==> src/rtl/grey_updown_counter.sv <==
// grey_updown_counter: binary up/down counter with Gray-coded view,
// Gray-coded synchronous load and a one-cycle wrap pulse.
// Build option: define GREY_CNT_REG_OUT_EN to produce gray_out from a
// dedicated flop (CDC-safe); otherwise gray_out is decoded from bin_out.
module grey_updown_counter #(
  parameter int unsigned WIDTH   = 4,
  parameter int unsigned RST_VAL = 0
) (
  input  logic             clk,
  input  logic             rst,
  input  logic             en,
  input  logic             up,
  input  logic             load,
  input  logic [WIDTH-1:0] load_gray,
  output logic [WIDTH-1:0] bin_out,
  output logic [WIDTH-1:0] gray_out,
  output logic             wrap
);

  localparam logic [WIDTH-1:0] RST_BIN = WIDTH'(RST_VAL);
  localparam logic [WIDTH-1:0] CNT_MAX = '1;
  localparam logic [WIDTH-1:0] CNT_MIN = '0;
  localparam logic [WIDTH-1:0] CNT_ONE = WIDTH'(1);

  logic [WIDTH-1:0] count_q;
  logic [WIDTH-1:0] count_d;
  logic [WIDTH-1:0] load_bin;
  logic             wrap_q;
  logic             wrap_d;

  function automatic logic [WIDTH-1:0] to_gray(input logic [WIDTH-1:0] b);
    return b ^ (b >> 1);
  endfunction

  // Gray-to-binary decode of the load value: bit i is the XOR of gray bits i..MSB
  always_comb begin
    load_bin = '0;
    for (int i = 0; i < WIDTH; i++) begin
      load_bin[i] = ^(load_gray >> i);
    end
  end

  // Next count and wrap flag; load wins over a step and never flags a wrap
  always_comb begin
    count_d = count_q;
    wrap_d  = 1'b0;
    if (load) begin
      count_d = load_bin;
    end else if (en) begin
      if (up) begin
        count_d = count_q + CNT_ONE;
        wrap_d  = (count_q == CNT_MAX);
      end else begin
        count_d = count_q - CNT_ONE;
        wrap_d  = (count_q == CNT_MIN);
      end
    end
  end

  // Count and wrap registers with synchronous reset taking priority
  always_ff @(posedge clk) begin
    if (rst) begin
      count_q <= RST_BIN;
      wrap_q  <= 1'b0;
    end else begin
      count_q <= count_d;
      wrap_q  <= wrap_d;
    end
  end

  assign bin_out = count_q;
  assign wrap    = wrap_q;

`ifdef GREY_CNT_REG_OUT_EN
  logic [WIDTH-1:0] gray_q;

  // Dedicated Gray flop loaded with Gray(next count), aligned with count_q
  always_ff @(posedge clk) begin
    if (rst) begin
      gray_q <= to_gray(RST_BIN);
    end else begin
      gray_q <= to_gray(count_d);
    end
  end

  assign gray_out = gray_q;
`else
  assign gray_out = to_gray(count_q);
`endif

endmodule

==> config.mk <==
export PLATFORM = sky130hd
export DESIGN_NAME = grey_updown_counter
export DESIGN_NICKNAME = d
export VERILOG_FILES = /design/src/rtl/grey_updown_counter.sv
export SDC_FILE = /design/constraint.sdc
export NUM_CORES = 1
export LEC_CHECK = 0
export ABC_AREA = 0
export BUFFER_PORTS_ARGS = -buffer_cell sky130_fd_sc_hd__clkbuf_2
export CAP_MARGIN = 20
export CORE_AREA = 2 2 39 41
export DETAILED_ROUTE_END_ITERATION = 8
export DIE_AREA = 0 0 41 43
export PLACE_DENSITY = 0.64
export SYNTH_ARGS = -nofsm -noshare
export SYNTH_HDL_FRONTEND = slang
export SYNTH_SLANG_ARGS = --single-unit
==> constraint.sdc <==
create_clock -name clk -period 3.7 [get_ports clk]
set_clock_uncertainty 0.05 [all_clocks]
set_input_delay 0.37 -clock clk [delete_from_list [all_inputs] [get_ports clk]]
set_output_delay 0.37 -clock clk [all_outputs]
set_load 0.005 [all_outputs]
==> results.json <==
{
  "outcome": "complete, no violations",
  "syn_inst": 46,
  "worstReg2RegEnd": "bin_out[1]",
  "ys_top_cells_by_area": "dfxtp_1 (23%), ha_1 (18%), xor2_1 (8.2%), a21oi_1 (7.0%), xnor3_1 (5.3%)",
  "place.detailed.hpwl_um": 687,
  "postCtsSetupBuffers": 0,
  "cts_root_buf": "clkbuf_4",
  "setup_viol_count_final": 0,
  "diodes": 0,
  "rows": 14,
  "startpoint": "bin_out[0]",
  "port_buffers": 17,
  "ff2ff_path_depth": 3,
  "cts_buffers": 3,
  "core_sq_um": 1380,
  "drt_wl_total_um": 824,
  "critPathKind": "reg -> out",
  "cp-endpoint": "gray_out[0]",
  "die_area_sq_um": 1760,
  "drc": 0,
  "min_path_type": "in -> reg",
  "slew_violations": 0,
  "cts_buffer_depth": 2,
  "fmax_mhz": 627,
  "antenna_found_initial": 0,
  "r2r_slack_ps": 2280,
  "vdd_drop_max_uv": 117,
  "power.density_nw_per_um2": 359,
  "yosys.area.top_type_share_pct": 23.5,
  "yosysWarningCount": 0,
  "drt_iter0_markers": 0,
  "async_reset_ff_share_pct": 0,
  "insertion_delay_ps": 240,
  "r2r-start": "bin_out[1]",
  "cp.arrival_ps": 1170,
  "fin_crit_ps": 1590,
  "ys_ff_latch": 5,
  "grt_usage_pct": 11.7,
  "die_h_um": 43,
  "grt_max_degree": 10,
  "h-tree-depth": 1,
  "wl_per_cell_um": 10.2,
  "tightest_slew_ps": 255,
  "nets": 82,
  "yosys-top-cells-count": "a21oi_1 (6), ha_1 (6), dfxtp_1 (5), inv_1 (5), xor2_1 (4)",
  "post_cts_resized": 0,
  "grt.overflow.total": 0,
  "place_congestion": 0.691,
  "die-width_um": 41,
  "crit_required_ps": 3280,
  "ioPinCount": 18,
  "hold_violations": 0,
  "yosys.area.top_type": "dfxtp_1",
  "vias": 387,
  "vias_per_cell": 4.78,
  "cellLeakagePower_nw": 0.277,
  "worstSetupStartpointType": "register",
  "final_cells": 81,
  "area_growth_syn_to_layout_pct": 27.9,
  "crit_path_max_fanout": 6,
  "cts_tree": "done",
  "dp.cells": 77,
  "timing.hold.ws_ps": 309,
  "synth_area_sq_um": 427,
  "period_share_pct": 43.1,
  "rsz0062_at_grt": "false",
  "drive_gt1_share_pct": 32.3,
  "grt_pass1_vias": 356,
  "syn_nets": 62,
  "cts_hold_buf": 0,
  "yosysSeqAreaShare_pct": 23.5,
  "clock-sinks": 5,
  "ys.flop_type": "dfxtp_1",
  "end_kind": "output port",
  "start_util_pct": 30.8,
  "slew_headroom_pct": 83.0,
  "syn_area_per_cell_sq_um": 9.28,
  "tns_ps": 0,
  "synth-edff-count": 0,
  "maxCapViolCount": 0,
  "synthDistinctLibCells": 20,
  "postRouteAntennaNets": 0,
  "dr.pass1.iters": 1,
  "path_clk_slew_ps": 50,
  "grt_pass1_wl_um": 1390
}
sequential cells by signal, indices dropped and copies added (netlist names):
register / flops
bin_out: 4
wrap: 1
cell type report:
cell class / instances / area (sq um)
Clock buffer: 4 / 26.3
Fill cell: 141 / 838
Inverter: 5 / 18.8
Multi-Input combinational cell: 34 / 295
Sequential cell: 5 / 100
Tap cell: 16 / 20.0
Timing Repair Buffer: 17 / 85.1
report_power, final:
group / internal [mW] / switching (mW)
clock: 0.0408 / 0.0233
sequential: 0.0591 / 0.00898
combinational: 0.0341 / 0.0296
total: 0.134 / 0.0620
worst min path at each step:
stage,start,to,slack (ps),cells after the start
finish,rst,bin_out[0],310,2
detailed placement,rst,bin_out[0],570,2
global placement,rst,bin_out[0],570,2
floorplan,rst,bin_out[0],380,1
CTS,rst,bin_out[0],300,2
global route,rst,bin_out[0],300,2
critical path, stage by stage (launching register included):
cell and delay [ps]:
dfxtp_1 450, inv_1 80, ha_1 290, clkbuf_2 110
metrics by stage:
step	util [%]	total power, mW	setup slack (ps)	cell area (sq um)
5_1_grt	39.4	0.216	2010	546
4_1_cts	39.4	0.201	2080	546
2_1_floorplan	-	0.109	2300	427
6_report	39.4	0.196	2110	546
3_3_place_gp	37.5	0.133	2100	519
3_5_place_dp	37.5	0.133	2070	519
layer usage:
layer / global-route usage (%) / vias up / wire (um)
met5: 0 / - / 0
met2: 18.1 / 11 / 428
met1: 12.9 / 179 / 353
li1: - / 197 / -
met3: 3.14 / 0 / 42
met4: 8.00 / 0 / 0
cell usage in the layout (no fill, tap or decap), drive strengths merged, types with 2 or more instances in the layout:
cell type,instances
xor2,4
xnor2,2
a21oi,6
clkbuf,21
a211oi,3
ha,6
dfxtp,5
inv,5
nand3,3
nor2,2
logic make-up after synthesis:
logic type               share of synthesized area [%]
adder cells (fa/ha/maj)                           22.3
AO/OA/AOI/OAI                                     17.3
XOR/XNOR                                          17.6
AND/OR/NAND/NOR                                   12.0
buffers and inverters                             7.33
flip-flops                                        23.5
Power figures use the tool's default switching activity.
